$ cat src/rtl/mem_port_arbiter.sv
// Two-master round-robin arbiter sharing one memory port between the CPU and a debug/loader port.
// Fixed memory read latency is absorbed internally; every access ends in a one-cycle ack.
module mem_port_arbiter #(
   parameter int unsigned AW     = 32,
   parameter int unsigned DW     = 32,
   parameter int unsigned RD_LAT = 2
) (
   input  logic          clock,
   input  logic          rst_n,
   input  logic          cpu_req,
   input  logic          cpu_we,
   input  logic [AW-1:0] cpu_addr,
   input  logic [DW-1:0] cpu_wdata,
   output logic [DW-1:0] cpu_rdata,
   output logic          cpu_ack,
   input  logic          dbg_req,
   input  logic          dbg_we,
   input  logic [AW-1:0] dbg_addr,
   input  logic [DW-1:0] dbg_wdata,
   output logic [DW-1:0] dbg_rdata,
   output logic          dbg_ack,
   output logic          mem_en,
   output logic          mem_we,
   output logic [AW-1:0] mem_addr,
   output logic [DW-1:0] mem_wdata,
   input  logic [DW-1:0] mem_rdata
);

   localparam int unsigned CW = 4;

   typedef enum logic [1:0] {IDLE, ISSUE, WAIT, ACK} state_t;
   typedef enum logic {M_CPU, M_DBG} master_t;

   state_t        state_q, state_d;
   master_t       gnt_q, gnt_d;
   master_t       last_grant_q, last_grant_d;
   master_t       pick;
   logic          take;
   logic [CW-1:0] cnt_q, cnt_d;
   logic          mem_en_q, mem_en_d;
   logic          mem_we_q, mem_we_d;
   logic [AW-1:0] mem_addr_q, mem_addr_d;
   logic [DW-1:0] mem_wdata_q, mem_wdata_d;
   logic [DW-1:0] cpu_rdata_q, cpu_rdata_d;
   logic [DW-1:0] dbg_rdata_q, dbg_rdata_d;
   logic          cpu_ack_q, cpu_ack_d;
   logic          dbg_ack_q, dbg_ack_d;

   always_comb begin
      state_d      = state_q;
      gnt_d        = gnt_q;
      last_grant_d = last_grant_q;
      cnt_d        = cnt_q;
      mem_en_d     = 1'b0;
      mem_we_d     = 1'b0;
      mem_addr_d   = mem_addr_q;
      mem_wdata_d  = mem_wdata_q;
      cpu_rdata_d  = cpu_rdata_q;
      dbg_rdata_d  = dbg_rdata_q;
      cpu_ack_d    = 1'b0;
      dbg_ack_d    = 1'b0;
      take         = 1'b0;
      pick         = M_CPU;

      case (state_q)
         IDLE: begin
            if (cpu_req || dbg_req) begin
               take = 1'b1;
               if (cpu_req && dbg_req)
                  pick = (last_grant_q == M_CPU) ? M_DBG : M_CPU;
               else
                  pick = cpu_req ? M_CPU : M_DBG;
            end
         end
         ISSUE: begin
            // mem_we_q still holds the granted master's we during this cycle
            if (mem_we_q) begin
               state_d   = ACK;
               cpu_ack_d = (gnt_q == M_CPU);
               dbg_ack_d = (gnt_q == M_DBG);
            end else begin
               state_d = WAIT;
               cnt_d   = CW'(RD_LAT);
            end
         end
         WAIT: begin
            if (cnt_q == CW'(1)) begin
               state_d   = ACK;
               cpu_ack_d = (gnt_q == M_CPU);
               dbg_ack_d = (gnt_q == M_DBG);
               if (gnt_q == M_CPU)
                  cpu_rdata_d = mem_rdata;
               else
                  dbg_rdata_d = mem_rdata;
            end else begin
               cnt_d = cnt_q - CW'(1);
            end
         end
         ACK: begin
            last_grant_d = gnt_q;
            state_d      = IDLE;
            // the just-acked master's req is ignored, so only the other one can win
            if (gnt_q == M_CPU && dbg_req) begin
               take = 1'b1;
               pick = M_DBG;
            end else if (gnt_q == M_DBG && cpu_req) begin
               take = 1'b1;
               pick = M_CPU;
            end
         end
         default: state_d = IDLE;
      endcase

      if (take) begin
         state_d     = ISSUE;
         gnt_d       = pick;
         mem_en_d    = 1'b1;
         mem_we_d    = (pick == M_CPU) ? cpu_we    : dbg_we;
         mem_addr_d  = (pick == M_CPU) ? cpu_addr  : dbg_addr;
         mem_wdata_d = (pick == M_CPU) ? cpu_wdata : dbg_wdata;
      end
   end

   always_ff @(posedge clock or negedge rst_n) begin
      if (!rst_n) begin
         state_q      <= IDLE;
         gnt_q        <= M_CPU;
         last_grant_q <= M_DBG;
         cnt_q        <= '0;
         mem_en_q     <= 1'b0;
         mem_we_q     <= 1'b0;
         mem_addr_q   <= '0;
         mem_wdata_q  <= '0;
         cpu_rdata_q  <= '0;
         dbg_rdata_q  <= '0;
         cpu_ack_q    <= 1'b0;
         dbg_ack_q    <= 1'b0;
      end else begin
         state_q      <= state_d;
         gnt_q        <= gnt_d;
         last_grant_q <= last_grant_d;
         cnt_q        <= cnt_d;
         mem_en_q     <= mem_en_d;
         mem_we_q     <= mem_we_d;
         mem_addr_q   <= mem_addr_d;
         mem_wdata_q  <= mem_wdata_d;
         cpu_rdata_q  <= cpu_rdata_d;
         dbg_rdata_q  <= dbg_rdata_d;
         cpu_ack_q    <= cpu_ack_d;
         dbg_ack_q    <= dbg_ack_d;
      end
   end

   assign mem_en    = mem_en_q;
   assign mem_we    = mem_we_q;
   assign mem_addr  = mem_addr_q;
   assign mem_wdata = mem_wdata_q;
   assign cpu_rdata = cpu_rdata_q;
   assign dbg_rdata = dbg_rdata_q;
   assign cpu_ack   = cpu_ack_q;
   assign dbg_ack   = dbg_ack_q;

endmodule

$ cat config.mk
export PLATFORM = sky130hd
export DESIGN_NAME = mem_port_arbiter
export DESIGN_NICKNAME = d
export VERILOG_FILES = /design/src/rtl/mem_port_arbiter.sv
export SDC_FILE = /design/constraint.sdc
export NUM_CORES = 1
export LEC_CHECK = 0
export BUFFER_PORTS_ARGS = -buffer_cell sky130_fd_sc_hd__buf_2
export CAP_MARGIN = 20
export CORE_MARGIN = 2
export CORE_UTILIZATION = 42
export CTS_CLUSTER_SIZE = 16
export DETAILED_ROUTE_END_ITERATION = 6
export PLACE_DENSITY = 0.8
export SYNTH_ARGS = -nofsm -noshare
export SYNTH_HDL_FRONTEND = slang
export SYNTH_SLANG_ARGS = --single-unit
$ cat constraint.sdc
create_clock -name clock -period 2.1 [get_ports clock]
set_input_delay 0.315 -clock clock [delete_from_list [all_inputs] [get_ports clock]]
set_output_delay 0.315 -clock clock [all_outputs]
set_load 0.02 [all_outputs]
==> results of run 1 <==
==> layer usage <==
| metal | routed length [um] | vias to the layer above | share of wire (%) |
|---|---|---|---|
| met1 | 6730 | 2345 | 41 |
| met4 | 308 | 0 | 1.9 |
| li1 | - | 2362 | - |
| met2 | 8230 | 212 | 51 |
| met3 | 964 | 24 | 5.9 |
| met5 | 0 | - | 0 |
==> logic make-up after synthesis <==
| kind of cell | Yosys count |
|---|---|
| AND/OR/NAND/NOR | 22 |
| adder cells (fa/ha/maj) | 7 |
| buffers and inverters | 101 |
| AO/OA/AOI/OAI | 86 |
| multiplexers | 131 |
| flip-flops | 140 |
==> registers in the layout, indices dropped and copies added (netlist names) <==
name and cells:
mem_addr 32, cnt_q 4, state_q 2, gnt_q 1, mem_we 1, mem_en 1, dbg_ack 1, cpu_ack 1
cpu_rdata 32, dbg_rdata 32, last_grant_q 1, mem_wdata 32
==> worst register-to-register path: stages, from the launching register on <==
cell	delay [ns]
dfrtp_1	0.41
inv_2	0.10
ha_4	0.14
or3b_4	0.39
nor3_4	0.32
clkbuf_16	0.26
mux2_2	0.33
==> cells in the mapped netlist (2+ instances only) <==
master	n	area (sq um)
a21oi_1	4	20.0
a22o_1	3	26.3
buf_1	3	11.3
buf_2	19	95.1
buf_6	4	45.0
clkbuf_1	3	11.3
dfrtp_1	139	3480
ha_1	7	87.6
inv_1	71	267
mux2_1	2	22.5
mux2_2	54	608
mux2_4	10	150
mux2i_1	65	651
nand2_1	3	11.3
nand3_1	4	20.0
nor2_1	6	22.5
nor4_1	2	12.5
o21ai_0	5	25.0
o22ai_1	65	407
==> power breakdown <==
| part | internal (mW) | switching (mW) |
|---|---|---|
| clock network | 1.55 | 1.15 |
| logic | 2.98 | 4.08 |
| registers | 4.03 | 0.718 |
| total | 8.55 | 5.95 |
==> per-stage QoR <==
stage	setup TNS, ns	utilization [%]	std cells	hold slack [ns]	total power [mW]
after detailed placement	0	55.2	962	0.298	11.7
after global placement	0	55.2	962	0.295	11.5
after global routing	-0.362	59.9	1002	0.124	15.4
after CTS	0	59.0	995	0.117	14.4
final	0	59.9	1002	0.140	14.5
after floorplan	0	-	487	0.0194	9.17
==> area by class of cell <==
class,instances,area (sq um)
inverter,71,267
timing repair buffer,329,1860
tap,184,230
clock buffer,20,447
multi-input combinational,246,2240
clock inverter,12,91.3
fill,1167,5780
sequential,140,3510
==> repair_timing <==
item,4_1_cts,5_1_grt
gates resized for setup,0,10
endpoints found under the setup margin,0,60
hold buffers,1,0
endpoints found under the hold margin,49,0
buffers inserted,0,4
==> how the worst min path moves through the flow <==
stage | start | endpoint | slack [ns] | cells past startpoint
3_3_place_gp | rst_n | dbg_rdata[24]$_DFFE_PN0P_ | 0.30 | 1
2_1_floorplan | rst_n | cnt_q[0]$_DFFE_PN0P_ | 0.02 | 0
4_1_cts | mem_rdata[30] | cpu_rdata[30]$_DFFE_PN0P_ | 0.12 | 2
6_report | mem_rdata[30] | cpu_rdata[30]$_DFFE_PN0P_ | 0.14 | 2
3_5_place_dp | rst_n | dbg_rdata[29]$_DFFE_PN0P_ | 0.30 | 1
5_1_grt | mem_rdata[13] | dbg_rdata[13]$_DFFE_PN0P_ | 0.12 | 2
==> reports/qor.yml, run 1 <==
sta:
  max_freq_mhz: 482
  fin_skew_ns: 0.00790
  hold_viol: 0
  rsz0062_at_grt: "yes"
  worst_pin_slew_ns: 0.527
  period_needed_ns: 2.08
  setup_viol: 0
  maxSlewViolCount: 0
  slew_headroom_pct: 64.9
  fin_ws_ns: 0.0237
  fin_crit_sh_pct: 98.9
critical_path:
  worstPathRequired_ns: 2.40
  crit_family: "simple AND/OR/NAND/NOR gates"
  cp_num_buf_inv: 2
  crit_slowest_cell: "dfrtp_1"
  slowest_delay_ns: 0.41
  critPathKind: "reg2reg"
  reg2reg_slack_ns: 0.02
  ff2ff_path_depth: 6
  cp_max_fo: 8
  endpoint: "cpu_rdata[14]$_DFFE_PN0P_"
  arrival_ns: 2.38
  path_cells: "inv_2 > ha_4 > or3b_4 > nor3_4 > clkbuf_16 > mux2_2"
  critPathLaunch: "cnt_q[1]$_DFFE_PN0P_"
  critPathCaptureType: "flip-flop"
  r2r_start: "cnt_q[1]$_DFFE_PN0P_"
  start_kind: "flip-flop"
  r2r_end: "cpu_rdata[14]$_DFFE_PN0P_"
  worst-path-stages: 6
power:
  vdd_drop_max_mv: 0.688
  leakagePower_nw: 4.48
  power_density_nw_per_um2: 1680
global_route:
  overflow: 0
  use_met2_pct: 34.7
  grt_first_pass_wirelength_um: 24500
  grt_use_met1_pct: 24.0
  grt_pass1_vias: 4885
  grt.busiest_layer: "met2"
  globalRouteTotalUtil_pct: 19.9
  grt_use_met3_pct: 4.60
  antenna_found_initial: 0
  grt_max_degree: 65
synthesis:
  synth_fa_ha_area_share_pct: 1.43
  ys.flop_type: "dfrtp_1"
  synth_top_family_by_area: "multiplexers"
  synthCells: 487
  ys_types: 37
  ys_ff_latch: 140
  seq_area_frac_synth_pct: 57.1
  synth-async-reset-ratio_pct: 100
  synth-xor-area-share_pct: 0
  yosysWarningCount: 0
  synthMuxAreaShare_pct: 23.3
  yosys.area_share.simple_pct: 2.00
  syn-num-nets: 660
  synth-edff-count: 0
  syn_area_sq_um: 6130
  syn_avg_cell_area_sq_um: 12.6
  synth_compound_area_share_pct: 8.98
floorplanning:
  die_x_um: 125
  rows: 44
  die_area_sq_um: 15600
  start_util_pct: 42.5
  core_area_sq_um: 14400
  dieHeight_um: 125
  io_pins: 298
placement:
  place_ws_ns: 0.0574
  placed_area_sq_um: 7960
  place_congestion: 0.793
  port_buffers: 297
  dp_hpwl_um: 11600
final_layout:
  final_common_cell: "buf_2"
  area_growth_syn_to_layout_pct: 41.0
  final_cell_mix: "296 x buf_2, 138 x dfrtp_1, 70 x inv_1"
  final_nets: 978
  drive_above_1_share_pct: 52.8
  n_antenna_cell: 0
  fin_area_sq_um: 8650
run_status:
  status: "finished, final reports clean"
detailed_routing:
  drt-vias-per-instance: 4.93
  wl_per_cell_um: 16.2
  ant_nets: 0
  wl_um: 16200
  drc: 0
  vias: 4943
  drtIter0Drc: 177
  first_pass_iters: 6
clock_network:
  cts_tree: "built"
  htreeDepth: 4
  cts-buffers-inserted: 17
  clk_path_buf_depth: 2
  cts.sinks: 140
  clk_latency_ns: 0.41
  cts-root-buf: "clkbuf_16"
  clk_pin_slew_worst_paths_ns: 0.06
job:
  maxCapViolations: 0
min_path:
  min_path_type: "in2reg"
(Power assumes the default switching activity.)
==> run 2: changes to the inputs <==
--- a/config.mk
+++ b/config.mk
@@ -11,7 +11,9 @@
 export CORE_UTILIZATION = 42
 export CTS_CLUSTER_SIZE = 16
 export DETAILED_ROUTE_END_ITERATION = 6
+export HOLD_SLACK_MARGIN = 0.08
 export PLACE_DENSITY = 0.8
+export SETUP_SLACK_MARGIN = 0.4
 export SYNTH_ARGS = -nofsm -noshare
 export SYNTH_HDL_FRONTEND = slang
 export SYNTH_SLANG_ARGS = --single-unit
==> run 2 against run 1 <==
Compared with the run above:
- combinational power increased by 53%
- clock-buffer cell count fell by 3
- cell count up 6.5%
- largest cell class unchanged
- die area unchanged
- maximum frequency grew 3.5%
- utilization up 15 points
- sequential cell count unchanged
- critical endpoint is now mem_addr[15]$_DFFE_PN0P_
- worst hold slack better by 0.0073 ns
- critical path depth rose by 5
==> reports/qor.yml, run 2 (synthesized netlist as in run 1, its figures left out) <==
run_status:
  status: "finished, final reports clean"
floorplanning:
  die_x_um: 125
  rows: 44
  dieHeight_um: 125
  core_area_sq_um: 14400
  io_pins: 298
  start_util_pct: 42.5
  die_area_sq_um: 15600
clock_network:
  clk_latency_ns: 0.41
  cts.sinks: 140
  cts_tree: "built"
  cts-root-buf: "clkbuf_16"
  htreeDepth: 4
  cts-buffers-inserted: 17
  clk_path_buf_depth: 2
  clk_pin_slew_worst_paths_ns: 0.07
critical_path:
  critPathKind: "reg2reg"
  slowest_delay_ns: 0.42
  cpMostUsedCell: "buf_12"
  critPathLaunch: "state_q[1]$_DFFE_PN0P_"
  cp_num_buf_inv: 6
  critPathCaptureType: "flip-flop"
  crit_slowest_cell: "dfrtp_2"
  worstPathRequired_ns: 2.39
  reg2reg_slack_ns: 0.09
  crit_family: "buffers and inverters"
  path_cells: "inv_2 > ha_4 > a21boi_4 > buf_6 > o21ai_4 > buf_12 > buf_12 > buf_12 > buf_16 > o22ai_2 > mux2i_1"
  start_kind: "flip-flop"
  r2r_end: "mem_addr[15]$_DFFE_PN0P_"
  arrival_ns: 2.30
  cp_max_fo: 6
  r2r_start: "state_q[1]$_DFFE_PN0P_"
  ff2ff_path_depth: 11
sta:
  holdWs_ns: 0.147
  rsz0062_at_grt: "yes"
  hold_viol: 0
  period_needed_ns: 2.01
  fin_crit_sh_pct: 95.5
  maxSlewViolCount: 0
  fin_skew_ns: 0.00769
  tns_ns: 0
  setup_viol: 0
  max_freq_mhz: 499
  fin_ws_ns: 0.0941
  slew_headroom_pct: 64.5
  worst_pin_slew_ns: 0.533
final_layout:
  fillers: 833
  final_cells: 1067
  final_nets: 1043
  drive_above_1_share_pct: 66.3
  fin_area_sq_um: 10800
  n_antenna_cell: 0
  final_cell_mix: "296 x buf_2, 137 x dfrtp_1, 68 x inv_1"
  area_growth_syn_to_layout_pct: 75.9
  utilization_pct: 74.8
  final_common_cell: "buf_2"
global_route:
  grt_first_pass_wirelength_um: 33900
  antenna_found_initial: 0
  grt_pass1_vias: 6020
  overflow: 0
  globalRouteTotalUtil_pct: 28.4
  grt_max_degree: 52
detailed_routing:
  drc: 0
  wl_met1_um: 8680
  vias: 5818
  first_pass_iters: 4
  ant_nets: 0
  wl_per_cell_um: 22.7
  highest_layer: "met4"
  drtIter0Drc: 314
  dr_wl_met2_um: 12800
  wl_um: 24200
  drt-vias-per-instance: 5.45
  wl_met3_um: 1630
power:
  leakagePower_nw: 5.30
  vdd_drop_max_mv: 0.810
  power.total_mw: 18.6
  power_density_nw_per_um2: 1720
min_path:
  hold_path_depth: 2
  min_path_type: "in2reg"
  hold_path_end: "cpu_rdata[6]$_DFFE_PN0P_"
  min-delay-start: "mem_rdata[6]"
placement:
  port_buffers: 297
  numPlacedInstances: 956
  dp_hpwl_um: 11400
  place_congestion: 0.805
  place_ws_ns: 0.0689
  placed_area_sq_um: 7930
job:
  maxCapViolations: 0
==> run 2: how the worst max path moves through the flow <==
stage                                           end  slack [ns]  depth (start not counted)
after detailed placement  mem_wdata[27]$_DFFE_PN0P_        0.07                          6
final                      mem_addr[15]$_DFFE_PN0P_        0.09                         11
after global placement    mem_wdata[15]$_DFFE_PN0P_        0.14                          8
after global routing       mem_addr[18]$_DFFE_PN0P_        0.06                         11
after floorplan           cpu_rdata[10]$_DFFE_PN0P_        0.12                          7
after CTS                  cpu_rdata[9]$_DFFE_PN0P_        0.17                          7
==> run 2: timing repair <==
item	4_1_cts	5_1_grt
pin swaps	31	30
hold buffers	1	0
buffers inserted	37	16
endpoints found under the setup margin	134	134
resized for setup	160	59
cloned	25	0
endpoints found under the hold margin	46	0
==> run 2: cell type report <==
cell class | instances | area [sq um] | share of cell area [%]
Sequential cell | 140 | 3510 | 32.5
Multi-Input combinational cell | 246 | 3130 | 29.0
Timing Repair Buffer | 394 | 3070 | 28.5
Clock buffer | 17 | 425 | 3.94
Inverter | 71 | 267 | 2.47
Tap cell | 184 | 230 | 2.13
Clock inverter | 15 | 163 | 1.51
==> run 2: layer usage <==
metal / global-route usage, % / vias to the layer above
li1: - / 2499
met1: 31.8 / 2874
met2: 51.5 / 363
met3: 6.44 / 82
met4: 12.7 / 0
met5: 0 / -
==> run 2: where the power goes <==
group / total [mW] / internal, mW / switching, mW
sequential: 4.84 / 4.03 / 0.807
combinational: 10.8 / 5.12 / 5.63
clock: 3.02 / 1.77 / 1.25
==> run 3: changes to the inputs <==
--- a/config.mk
+++ b/config.mk
@@ -5,10 +5,11 @@
 export SDC_FILE = /design/constraint.sdc
 export NUM_CORES = 1
 export LEC_CHECK = 0
+export ABC_AREA = 1
 export BUFFER_PORTS_ARGS = -buffer_cell sky130_fd_sc_hd__buf_2
 export CAP_MARGIN = 20
 export CORE_MARGIN = 2
-export CORE_UTILIZATION = 42
+export CORE_UTILIZATION = 43
 export CTS_CLUSTER_SIZE = 16
 export DETAILED_ROUTE_END_ITERATION = 6
 export HOLD_SLACK_MARGIN = 0.08
==> constraint.sdc (replaced) <==
create_clock -name clock -period 2.1 [get_ports clock]
set_input_delay 0.21 -clock clock [delete_from_list [all_inputs] [get_ports clock]]
set_output_delay 0.21 -clock clock [all_outputs]
set_load 0.02 [all_outputs]
==> run 3 against run 2 <==
Compared with the run above:
- the run now ends with design-rule violations left
- maximum frequency rose by 15%
- global-route usage fell by 1.9 points
- register-to-register slack gained 0.27 ns
- sequential cell count did not move
- routed wire length grew 1.3%
- die area increased by 7.3%
- clock-buffer cell count stayed put
- worst hold slack worse by 0.061 ns
- non-clock buffer count increased by 23
- clock skew barely moved
- largest cell class unchanged
- largest power group unchanged
==> reports/qor.yml, run 3 <==
min_path:
  min_path_type: "in2reg"
sta:
  worst_pin_slew_ns: 0.555
  slew_headroom_pct: 63.0
  max_freq_mhz: 575
  setup_viol: 0
  holdWs_ns: 0.0858
  hold_viol: 0
  fin_crit_sh_pct: 82.8
  maxSlewViolCount: 0
  period_needed_ns: 1.74
  tns_ns: 0
  rsz0062_at_grt: "yes"
  fin_skew_ns: 0.00752
global_route:
  overflow: 0
  antenna_found_initial: 1
  grt_pass1_vias: 7137
  grt_first_pass_wirelength_um: 34700
  grt_max_degree: 65
  globalRouteTotalUtil_pct: 26.5
run_status:
  failed_checks: "design-rule violations"
  status: "finished with violations"
clock_network:
  clk_pin_slew_worst_paths_ns: 0.06
  cts_tree: "built"
  cts.sinks: 140
  htreeDepth: 4
  clk_path_buf_depth: 2
  clk_latency_ns: 0.42
  cts-buffers-inserted: 17
  cts-root-buf: "clkbuf_16"
critical_path:
  endpoint: "cpu_rdata[18]$_DFFE_PN0P_"
  critPathLaunch: "cnt_q[1]$_DFFE_PN0P_"
  arrival_ns: 2.04
  critPathCaptureType: "flip-flop"
  r2r_end: "cpu_rdata[18]$_DFFE_PN0P_"
  r2r_start: "cnt_q[1]$_DFFE_PN0P_"
  crit_slowest_cell: "dfrtp_1"
  start_kind: "flip-flop"
  critPathKind: "reg2reg"
  ff2ff_path_depth: 7
  path_cells: "inv_1 > ha_1 > nand3_1 > inv_2 > nand3_4 > clkbuf_16 > o21ai_0"
  worstPathRequired_ns: 2.40
  cp_max_fo: 25
  reg2reg_slack_ns: 0.36
  slowest_delay_ns: 0.36
synthesis:
  synth_most_common_cell: "nand2_1"
  synth_top_cell_by_area: "dfrtp_1"
  synth-async-reset-ratio_pct: 100
  seq_area_frac_synth_pct: 51.9
  synth_commonest_cells: "373 x nand2_1, 139 x dfrtp_1, 105 x inv_1"
  synthTopCellsByArea: "dfrtp_1 52%, nand2_1 21%, inv_1 5.8%, o21ai_0 5.3%, a21oi_1 4.9%"
  syn_area_sq_um: 6750
  synth_top_area_share_pct: 51.5
  syn_avg_cell_area_sq_um: 7.48
  ys.flop_type: "dfrtp_1"
  yosysWarningCount: 0
  ys_types: 27
  ys_ff_latch: 140
  synthCells: 903
  syn-num-nets: 1076
  synth-edff-count: 0
floorplanning:
  core_area_sq_um: 15300
  start_util_pct: 44.3
  io_pins: 298
  dieHeight_um: 129
  rows: 45
  die_area_sq_um: 16700
  die_x_um: 129
final_layout:
  fin_area_sq_um: 10400
  drive_above_1_share_pct: 30.2
  final_cell_mix: "368 x nand2_1, 296 x buf_2, 137 x dfrtp_1"
  final-seq-area_sq_um: 3510
  utilization_pct: 68.3
  multi_input_comb_area_sq_um: 2670
  final_common_cell: "nand2_1"
  area_growth_syn_to_layout_pct: 54.2
  fillers: 1166
  final_nets: 1463
detailed_routing:
  drt-vias-per-instance: 5.02
  first_pass_iters: 7
  drc: 2
  ant_nets: 0
  vias: 7607
  wl_per_cell_um: 16.2
  drtIter0Drc: 806
  wl_um: 24600
power:
  vdd_drop_max_mv: 0.723
  leakagePower_nw: 5.85
  power_density_nw_per_um2: 1500
placement:
  port_buffers: 297
  place_congestion: 0.854
  dp_hpwl_um: 13700
  placed_area_sq_um: 8490
job:
  maxCapViolations: 0
-- run 3: cell types whose count changed in the layout (fill, tap and decap cells not counted), moves of 22 or more --
cell           before  now
o21ai_0             1   65
dlygate4sd3_1       1   81
mux2_2             33    1
inv_1              68  103
nor2_1              6   67
nand2_1             2  368
mux2i_1            64    0
o22ai_4            35    0
buf_16             25    3
o22ai_2            29    0
mux2_4             33    0
a21oi_1             2   65
-- run 3: worst min path at each step --
stage                       from                         to  slack, ns  cells after the start
floorplan                  rst_n       cnt_q[0]$_DFFE_PN0P_      -0.09                      0
global placement           rst_n  dbg_rdata[13]$_DFFE_PN0P_       0.21                      1
detailed placement         rst_n  dbg_rdata[13]$_DFFE_PN0P_       0.21                      1
CTS                  cpu_addr[3]    mem_addr[3]$_DFFE_PN0P_       0.08                      5
global route        cpu_addr[19]   mem_addr[19]$_DFFE_PN0P_       0.09                      5
finish               cpu_addr[3]    mem_addr[3]$_DFFE_PN0P_       0.09                      5
-- run 3: logic make-up (layout without fill, tap and decap cells) --
family	count (synthesis)	after routing	share of synthesized area, %
other cells	0	1	0
mux	1	1	0.167
fa+ha+maj	7	7	1.30
xor+xnor	1	1	0.130
compound gates	138	138	10.2
flops	140	140	51.9
buf+inv	159	557	10.1
simple gates	457	459	26.2
-- run 3: repair_timing --
action / in CTS / in global routing
setup endpoints to repair: 101 / 131
gates cloned: 1 / 12
resized for setup: 4 / 29
hold buffers: 81 / 0
buffers inserted: 1 / 8
endpoints found under the hold margin: 158 / 0
pin swaps: 0 / 3
-- run 3: critical path, delay by kind of cell, from the launching register on --
family	cells	cell delay, ns
AND/OR/NAND/NOR	2	0.31
buffers and inverters	3	0.51
flip-flops	1	0.36
AO/OA/AOI/OAI	1	0.29
adder cells (fa/ha/maj)	1	0.16
-- run 3: area by class of cell --
class,count,share of cell area [%]
Sequential cell,140,33.7
Clock buffer,17,4.08
Multi-Input combinational cell,606,25.6
Tap cell,211,2.53
Timing Repair Buffer,417,27.8
Inverter,108,3.96
Clock inverter,15,2.25
Antenna cell,1,0.0240
-- run 3: stage by stage --
stage	setup WS (ns)	instances	total power, mW
finish	0.361	1515	15.6
global route	0.237	1514	16.6
CTS	0.377	1494	14.5
detailed placement	0.284	1379	10.8
global placement	0.368	1379	10.6
floorplan	0.616	903	8.66
-- run 3: where the power goes --
part | total (mW) | switching, mW | internal (mW)
clock | 3.38 | 1.25 | 2.13
combinational | 7.76 | 4.95 | 2.80
sequential | 4.47 | 0.634 | 3.84
-- run 3: per-layer routing --
layer	vias to the layer above	track usage (%)	part of all wire (%)
li1	3531	-	-
met3	116	5.20	7.1
met4	0	18.2	5.6
met1	3500	30.2	37
met5	-	0	0
met2	460	45.0	51
